--- src/rtl/cfg_loader_pkg.sv ---
// cfg_loader_pkg: shared state encoding, sync/desync words and header field positions for the frame config loader
package cfg_loader_pkg;
    typedef enum logic [2:0] {IDLE, HEADER, DATA, STROBE, HOLD} state_t;
    localparam logic [31:0] SYNC_WORD   = 32'hFAB0_FAB1;
    localparam logic [31:0] DESYNC_WORD = 32'hFAB0_FAB0;
    localparam int COL_LSB   = 8;
    localparam int FRAME_LSB = 0;
    localparam int RSVD_LSB  = 16;
endpackage

--- src/rtl/frame_strobe_decoder.sv ---
// frame_strobe_decoder: registered one-hot-or-zero strobe for the addressed column/frame
// Ports: CLK, resetn (async active-low), en (fire strobe next cycle), col/frame (address),
//        strobe (NumberOfCols*MaxFramesPerCol bits, bit col*MaxFramesPerCol+frame)
module frame_strobe_decoder #(
    parameter int NumberOfCols    = 4,
    parameter int MaxFramesPerCol = 20
) (
    input  logic                                CLK,
    input  logic                                resetn,
    input  logic                                en,
    input  logic [7:0]                          col,
    input  logic [7:0]                          frame,
    output logic [NumberOfCols*MaxFramesPerCol-1:0] strobe
);
    logic [NumberOfCols*MaxFramesPerCol-1:0] strobe_d, strobe_q;

    // Out-of-range addresses match no bit, so the vector stays zero for them.
    always_comb begin
        strobe_d = '0;
        for (int c = 0; c < NumberOfCols; c++)
            for (int f = 0; f < MaxFramesPerCol; f++)
                strobe_d[c*MaxFramesPerCol+f] = en && col == 8'(c) && frame == 8'(f);
    end

    always_ff @(posedge CLK or negedge resetn)
        if (!resetn) strobe_q <= '0;
        else         strobe_q <= strobe_d;

    assign strobe = strobe_q;
endmodule

--- src/rtl/frame_config_loader.sv ---
// frame_config_loader: sync-word detecting loader that fills FrameData rows and pulses one FrameStrobe bit per frame
// Ports: CLK, resetn (async active-low), WriteData/WriteStrobe (word input, consumed when Ready),
//        Ready, FrameData (row r at [32r+31:32r]), FrameStrobe (col*MaxFramesPerCol+frame),
//        ConfigActive (between sync and desync), Error (sticky malformed-header flag)
module frame_config_loader
    import cfg_loader_pkg::*;
#(
    parameter int          NumberOfRows    = 4,
    parameter int          NumberOfCols    = 4,
    parameter int          MaxFramesPerCol = 20,
    parameter int          FrameBitsPerRow = 32,
    parameter logic [31:0] SyncWord        = SYNC_WORD,
    parameter logic [31:0] DesyncWord      = DESYNC_WORD
) (
    input  logic                                    CLK,
    input  logic                                    resetn,
    input  logic [31:0]                             WriteData,
    input  logic                                    WriteStrobe,
    output logic                                    Ready,
    output logic [NumberOfRows*FrameBitsPerRow-1:0] FrameData,
    output logic [NumberOfCols*MaxFramesPerCol-1:0] FrameStrobe,
    output logic                                    ConfigActive,
    output logic                                    Error
);
    localparam int RW = NumberOfRows > 1 ? $clog2(NumberOfRows) : 1;

    if (FrameBitsPerRow != 32) begin : g_width_check
        $error("FrameBitsPerRow must be 32");
    end

    state_t                                  state_d, state_q;
    logic [RW-1:0]                           row_d, row_q;
    logic [7:0]                              col_d, col_q, frame_d, frame_q;
    logic                                    skip_d, skip_q, err_d, err_q, active_d, active_q;
    logic [NumberOfRows*FrameBitsPerRow-1:0] data_d, data_q;
    logic                                    accept, rsvd_zero, hdr_bad, last_row, strobe_en;

    assign Ready     = state_q == IDLE || state_q == HEADER || state_q == DATA;
    assign accept    = WriteStrobe && Ready;
    assign rsvd_zero = WriteData[31:RSVD_LSB] == '0;
    assign hdr_bad   = !rsvd_zero || WriteData[COL_LSB+:8] >= 8'(NumberOfCols)
                       || WriteData[FRAME_LSB+:8] >= 8'(MaxFramesPerCol);
    assign last_row  = row_q == RW'(NumberOfRows-1);
    // Fires on the last data word so the registered strobe lands in the STROBE cycle.
    assign strobe_en = state_q == DATA && accept && last_row && !skip_q;

    always_comb begin
        state_d  = state_q;
        row_d    = row_q;
        col_d    = col_q;
        frame_d  = frame_q;
        skip_d   = skip_q;
        err_d    = err_q;
        active_d = active_q;
        data_d   = data_q;
        case (state_q)
            IDLE: if (accept && WriteData == SyncWord) begin
                state_d  = HEADER;
                active_d = 1'b1;
                err_d    = 1'b0;
            end
            HEADER: if (accept) begin
                if (WriteData == DesyncWord) begin
                    state_d  = IDLE;
                    active_d = 1'b0;
                end else if (WriteData == SyncWord) begin
                    err_d = 1'b0;
                end else begin
                    err_d = err_q | hdr_bad;
                    // A bad address with a clean reserved field still swallows its data words.
                    if (rsvd_zero) begin
                        state_d = DATA;
                        col_d   = WriteData[COL_LSB+:8];
                        frame_d = WriteData[FRAME_LSB+:8];
                        row_d   = '0;
                        skip_d  = hdr_bad;
                    end
                end
            end
            DATA: if (accept) begin
                data_d[int'(row_q)*FrameBitsPerRow +: FrameBitsPerRow] = WriteData;
                row_d = last_row ? '0 : row_q + RW'(1);
                if (last_row) state_d = skip_q ? HEADER : STROBE;
            end
            STROBE:  state_d = HOLD;
            HOLD:    state_d = HEADER;
            default: state_d = IDLE;
        endcase
    end

    always_ff @(posedge CLK or negedge resetn)
        if (!resetn) begin
            state_q  <= IDLE;
            row_q    <= '0;
            col_q    <= '0;
            frame_q  <= '0;
            skip_q   <= 1'b0;
            err_q    <= 1'b0;
            active_q <= 1'b0;
            data_q   <= '0;
        end else begin
            state_q  <= state_d;
            row_q    <= row_d;
            col_q    <= col_d;
            frame_q  <= frame_d;
            skip_q   <= skip_d;
            err_q    <= err_d;
            active_q <= active_d;
            data_q   <= data_d;
        end

    frame_strobe_decoder #(
        .NumberOfCols   (NumberOfCols),
        .MaxFramesPerCol(MaxFramesPerCol)
    ) u_dec (
        .CLK   (CLK),
        .resetn(resetn),
        .en    (strobe_en),
        .col   (col_q),
        .frame (frame_q),
        .strobe(FrameStrobe)
    );

    assign FrameData    = data_q;
    assign ConfigActive = active_q;
    assign Error        = err_q;
endmodule

--- config.mk ---
export PLATFORM = sky130hd
export DESIGN_NAME = frame_config_loader
export DESIGN_NICKNAME = d
export VERILOG_FILES = /design/src/rtl/cfg_loader_pkg.sv /design/src/rtl/frame_strobe_decoder.sv /design/src/rtl/frame_config_loader.sv
export SDC_FILE = /design/constraint.sdc
export NUM_CORES = 1
export LEC_CHECK = 0
export CAP_MARGIN = 0
export CORE_MARGIN = 2
export CORE_UTILIZATION = 45
export CTS_CLUSTER_SIZE = 30
export DETAILED_ROUTE_END_ITERATION = 12
export DONT_BUFFER_PORTS = 1
export GPL_ROUTABILITY_DRIVEN = 0
export PLACE_DENSITY_LB_ADDON = 0.25
export SKIP_LAST_GASP = 1
export SYNTH_ARGS = -nofsm -noshare
export SYNTH_HDL_FRONTEND = slang
export SYNTH_HIERARCHICAL = 1
export SYNTH_SLANG_ARGS = --single-unit
--- constraint.sdc ---
create_clock -name CLK -period 2.35 [get_ports CLK]
set_clock_uncertainty 0.1 [all_clocks]
set_input_delay 0.3525 -clock CLK [delete_from_list [all_inputs] [get_ports CLK]]
set_output_delay 0.3525 -clock CLK [all_outputs]
set_load 0.05 [all_outputs]
---- Word-level counts from Yosys, hierarchy flattened ----
Cells that the tools add are included.
operators by class
  $lt $le $gt $ge ......................... 2
  bitwise gates (word level) .............. 3
  add/sub/neg operators ................... 2
  equality and inequality tests ........... 39
  multiplexer cells ....................... 26
  shift-type cells ........................ 2
  reductions and logical operators ........ 107
operators by type and width
  cell                                                                                  count
  128-bit bitwise mux                                                                   1
  32-bit by 33-bit variable shift with 128-bit output (first input constant)            1
  32-bit by 33-bit indexed part select with 128-bit output                              1
  1-bit logical AND                                                                     89
  32-bit == test (second input constant)                                                2
  8-bit by 4-bit == test with 1-bit output (second input constant)                      8
  7-bit negation with 33-bit output                                                     1
  8-bit by 2-bit == test with 1-bit output (second input constant)                      4
  8-bit by 3-bit == test with 1-bit output (second input constant)                      4
  8-bit by 5-bit == test with 1-bit output (second input constant)                      4
  3-bit two-way mux                                                                     7
  8-bit by 1-bit == test with 1-bit output (second input constant)                      2
  16-bit zero test                                                                      1
  8-bit zero test                                                                       2
  3-bit case mux with 5 select lines                                                    1
  2-bit two-way mux                                                                     7
  2-bit != test (second input constant)                                                 6
  6-bit AND reduction                                                                   2
  8-bit by 3-bit greater-or-equal comparator with 1-bit output (second input constant)  1
  8-bit by 5-bit greater-or-equal comparator with 1-bit output (second input constant)  1
  4-bit AND reduction                                                                   2
  1-bit two-way mux                                                                     7
  3-bit by 2-bit == test with 1-bit output (second input constant)                      2
  3-bit by 2-bit != test with 1-bit output (second input constant)                      2
  other kinds (15)                                                                      23
storage, ports and cells
  output and inout bits ................... 211
  bits of input ports ..................... 35
  logic and storage cells ................. 190
  register bits ........................... 232

---- Logic depth before layout (Yosys ltp) ----
  depth in word-level cells ............... 9
  depth in mapped cells ................... 7
  mapped depth without buffers ............ 5

---- Modules after synthesis ----
The synthesis kept the hierarchy.
modules (own cells, without submodules)
  module                area an instance (µm²)  sequential area each (µm²)  times used  cells each
  frame_config_loader   6333.6                  3803.6                      1           667
  frame_strobe_decoder  2672.6                  2001.9                      1           215

---- Worst setup path after synthesis ----
No wires, ideal clock.
  path type ............................... reg-to-reg
  from .................................... register state_q[2]
  to ...................................... register u_dec.strobe_q[33], in the netlist u_dec/strobe[33]
  period minus slack after synthesis ...... 2134 ps
  data arrival time ....................... 1960 ps
  slack ................................... 216 ps
  setup time .............................. 74 ps
  cell stages (with the launch flop) ...... 7
  required time ........................... 2176 ps
  path buffers ............................ 1
  path through ............................ dfrtp_1 buf_4 nand2b_1 nor4b_1 nor3b_1 nand4_1 nor2_1
on the way
  word-level cells in the longest chain between the ends .. 9
  elaborated cells between the ends (all ways) .. 11
  classes of those cells .................. eq/ne (2); reduce/logical (9)
RTL lines
  what                                                                         line                        text
  from (decl)                                                                  frame_config_loader.sv:31   state_t state_d, state_q;
  from (signal assigned)                                                       frame_config_loader.sv:102  state_q <= state_d;
  3-bit by 1-bit == test with 1-bit output or 3-bit zero test (tied branches)  frame_config_loader.sv:38   assign Ready = state_q == IDLE || state_q == HEADER || state_q == DATA;
  1-bit logical OR (2 in series)                                               frame_config_loader.sv:38
  1-bit logical AND                                                            frame_config_loader.sv:39   assign accept = WriteStrobe && Ready;
  1-bit logical AND * (3 in series)                                            frame_config_loader.sv:45   assign strobe_en = state_q == DATA && accept && last_row && !skip_q;
  via strobe_en                                                                frame_config_loader.sv:36   logic accept, rsvd_zero, hdr_bad, last_row, strobe_en;
  1-bit logical AND * (2 in series)                                            frame_strobe_decoder.sv:22  strobe_d[c*MaxFramesPerCol+f] = en && col == 8'(c) && frame == 8'(f);
  via u_dec.strobe_d[33]                                                       frame_strobe_decoder.sv:15  logic [NumberOfCols*MaxFramesPerCol-1:0] strobe_d, strobe_q;
  to (signal assigned)                                                         frame_strobe_decoder.sv:27  else strobe_q <= strobe_d;
  to (decl)                                                                    frame_strobe_decoder.sv:15
The timed path passes the listed nets; every way through them passes the cells marked *.
A chain may end at the register's enable or synchronous reset.

---- Final worst setup path ----
  from .................................... register state_q[0]
  to ...................................... register u_dec.strobe_q[21], in the netlist u_dec/strobe[21]
Same word-level chain as after synthesis.

==> results.sh <==
export IMPL_synth_top_area_share_pct=64.46
export IMPL_drt_first_pass_iters=6
export IMPL_vdd_ir_drop_worst_mv=0.4326
export IMPL_cts_root_buf="clkbuf_16"
export IMPL_vias=6441
export IMPL_grt_pass1_vias=6337
export IMPL_cts_tree="yes"
export IMPL_r2r_slack_ps=210
export IMPL_max_slew_margin_rel_pct=44.14
export IMPL_fin_setup_tns_ps=0
export IMPL_worst_pin_slew_ps=826.3
export IMPL_rows=51
export IMPL_slew_viol_final=0
export IMPL_violations="negative hold slack"
export IMPL_hpwl_mm=16.24
export IMPL_die_h_um=145.5
export IMPL_outcome="finished with violations"
export IMPL_ios=246
export IMPL_clock_path_buffers=3
export IMPL_drv_cap=0
export IMPL_synth_nets=923
export IMPL_grt_max_degree=233
export IMPL_cts_buffers=25
export IMPL_synth_area_leaders="dfrtp_1, nand2_1, o21ai_0"
export IMPL_yosysSeqAreaShare_pct=64.46
export IMPL_ys_ff_latch=232
export IMPL_hold_buffers=33
export IMPL_yosys_warnings=6
export IMPL_drive_gt1_share_pct=10.48
export IMPL_dieArea_um2=21160
export IMPL_final_setup_viol_count=0
export IMPL_cts_max_level=1
export IMPL_drc_errors=0
export IMPL_rr_startpoint="state_q[0]$_DFFE_PN0P_"
export IMPL_cp_start_kind="flip-flop"
export IMPL_timing_final_crit_period_ps=2138
export IMPL_clock_latency_ps=510
export IMPL_hold_slack_ps=-565.0
export IMPL_synth_area_leader_cell="dfrtp_1"
export IMPL_vias_per_cell=5.368
export IMPL_antennaDiodeCount=0
export IMPL_finalHoldViolCount=232
export IMPL_gr_total_overflow=0
export IMPL_routed_wl_mm=26.00
export IMPL_grt_antenna_before_repair=0
export IMPL_crit_arrival_ps=2470
export IMPL_crit_chain="nand2b_1, nor4b_2, buf_4, nor3b_1, nand4_1, nor2_1"
export IMPL_crit_required_ps=2690
export IMPL_clkTransAtPathRegs_ps=60
export IMPL_fin_crit_sh_pct=90.98
export IMPL_synth_area_per_cell_um2=10.21
export IMPL_cts_sinks=232
export IMPL_worst_path_max_delay_cell="dfrtp_1"
export IMPL_io_buffer_count=0
export IMPL_grt_pass1_wl_mm=39.95
export IMPL_design_core_area_um2=19530
export IMPL_synth_cell_area_um2=9006
export IMPL_synth_cell_type_count=43
export IMPL_min_path_type="input port to async pin"
export IMPL_grt_usage_pct=24.31
export IMPL_crit_start="state_q[0]$_DFFE_PN0P_"
export IMPL_rsz0062_at_grt="false"
export IMPL_ant_nets=0
export IMPL_post_route_util_pct=53.88
export IMPL_avgRoutedWirePerCell_um=21.67
export IMPL_end_kind="flip-flop"
export IMPL_syn2layout_area_growth_pct=16.81
export IMPL_fmax_ghz=0.4677
export IMPL_critPathKind="flip-flop to flip-flop"
export IMPL_cpPeakStageDelay_ps=380
export IMPL_initial_core_util_pct=46.12
export IMPL_leakage_nw=4.733
export IMPL_drtIter0Drc=426
export IMPL_die_w_um=145.5
export IMPL_syn_inst=882
export IMPL_powerDensity_nw_per_um2=757.3
export IMPL_nNetsFinal=960
export IMPL_critPathMaxFanout=8
cell usage after synthesis, drive strengths merged:
library cell  instances
or3                   5
o22a                  1
and2                  1
nand3b                3
dfrtp               232
o21a                  2
a21bo                 1
nand2               269
o21ai               130
ha                    6
and4                  1
nor4b                 3
and4bb                1
mux2                 16
nor3                 13
or4                   1
a311oi                1
a211oi                1
nand4b                3
nor2                 80
nand4                14
o21bai                1
nor4                  9
and3b                 2
nor2b                 4
xnor2                 1
buf                   8
o31ai                 1
a22o                  3
inv                   2
nand3                12
nor3b                 5
a21oi                 3
and3                  1
a22oi                 1
nand2b                5
clkbuf               40
metrics by stage:
step / cell area [µm²] / std cells / setup WS (ps) / power (mW) / hold WS (ps)
3_3_place_gp: 9375 / 1124 / 211.9 / 4.095 / -32.32
2_1_floorplan: 9006 / 882 / 215.8 / 4.097 / -43.09
4_1_cts: 10510 / 1200 / 108.2 / 8.016 / -569.9
3_5_place_dp: 9375 / 1124 / 133.0 / 4.095 / -28.56
6_report: 10520 / 1200 / 211.9 / 7.967 / -565.0
5_1_grt: 10520 / 1200 / 66.13 / 8.183 / -580.8
cell usage in the layout, fill, tap and decap left out, types with 6 or more instances in the layout:
cell / Yosys / routed
dlygate4sd3_1: 0 / 33
nor2_1: 80 / 80
nand2_1: 269 / 265
ha_1: 6 / 6
nor3_1: 13 / 12
buf_4: 3 / 22
o21ai_0: 130 / 130
dfrtp_1: 232 / 232
nand3_1: 12 / 12
nand4_1: 12 / 12
clkbuf_8: 0 / 7
mux2_2: 8 / 8
mux2_4: 8 / 8
clkbuf_16: 0 / 25
state kept, by name, summed over array words and instances, names as in the netlist:
| signal | count |
|---|---|
| ConfigActive | 1 |
| Error | 1 |
| FrameData | 128 |
| col_q | 8 |
| frame_q | 8 |
| row_q | 2 |
| skip_q | 1 |
| state_q | 3 |
| u_dec/strobe | 80 |
critical path, delay by kind of cell, from the launching register on:
family        cells  cell delay [ps]
flops             1              380
buf+inv           1              210
simple gates      5             1370
power breakdown:
group / total, mW / leakage (nW) / switching [mW] / internal [mW]
clock: 3.85 / 0.401 / 1.57 / 2.28
combinational: 0.125 / 1.09 / 0.0739 / 0.0511
sequential: 3.99 / 3.24 / 0.00000507 / 3.99
total: 7.97 / 4.73 / 1.65 / 6.32
final timing paths:
check / cells after the start / endpoint
setup / recovery: 6 / u_dec/strobe[21]$_DFF_PN0_
hold / removal: 0 / FrameData[35]$_DFFE_PN0P_
setup reg to reg: 6 / u_dec/strobe[21]$_DFF_PN0_
hold reg to reg: 1 / col_q[2]$_DFFE_PN0P_
max in group asynchronous: 0 / u_dec/strobe[44]$_DFF_PN0_
min in group CLK: 2 / state_q[1]$_DFFE_PN0P_
metal layers:
metal / wire (µm) / part of all wire (%) / up-vias / global-route usage, %
met4: 586 / 2.3 / 0 / 5.980
met2: 12250 / 47 / 250 / 38.84
met1: 10670 / 41 / 3151 / 32.30
li1: - / - / 2998 / -
met3: 2494 / 9.6 / 42 / 8.150
met5: 0 / 0 / - / 0
kinds of logic after synthesis:
family | count (synthesis) | share of synthesized area (%)
DFF | 232 | 64.46
AOI/OAI and AO/OA | 145 | 8.489
adders and majority gates | 6 | 0.8335
xor gates and xnor gates | 1 | 0.09727
muxes | 16 | 2.334
and+or+nand+nor | 432 | 21.28
buffers and inverters | 50 | 2.501
area by class of cell:
class	count	area [µm²]
fill	1756	9006
tap	265	331.6
clock inverter	8	75.07
sequential	232	5806
clock buffer	35	733.2
inverter	2	7.507
multi-input combinational	600	3012
timing repair buffer	58	555.5
timing repair:
item | in CTS | in global routing
setup buffers | 0 | 0
hold endpoints to repair | 377 | 232
resized for setup | 0 | 1
endpoints found under the setup margin | 0 | 12
Note: power is estimated with default switching activity, not from simulation.
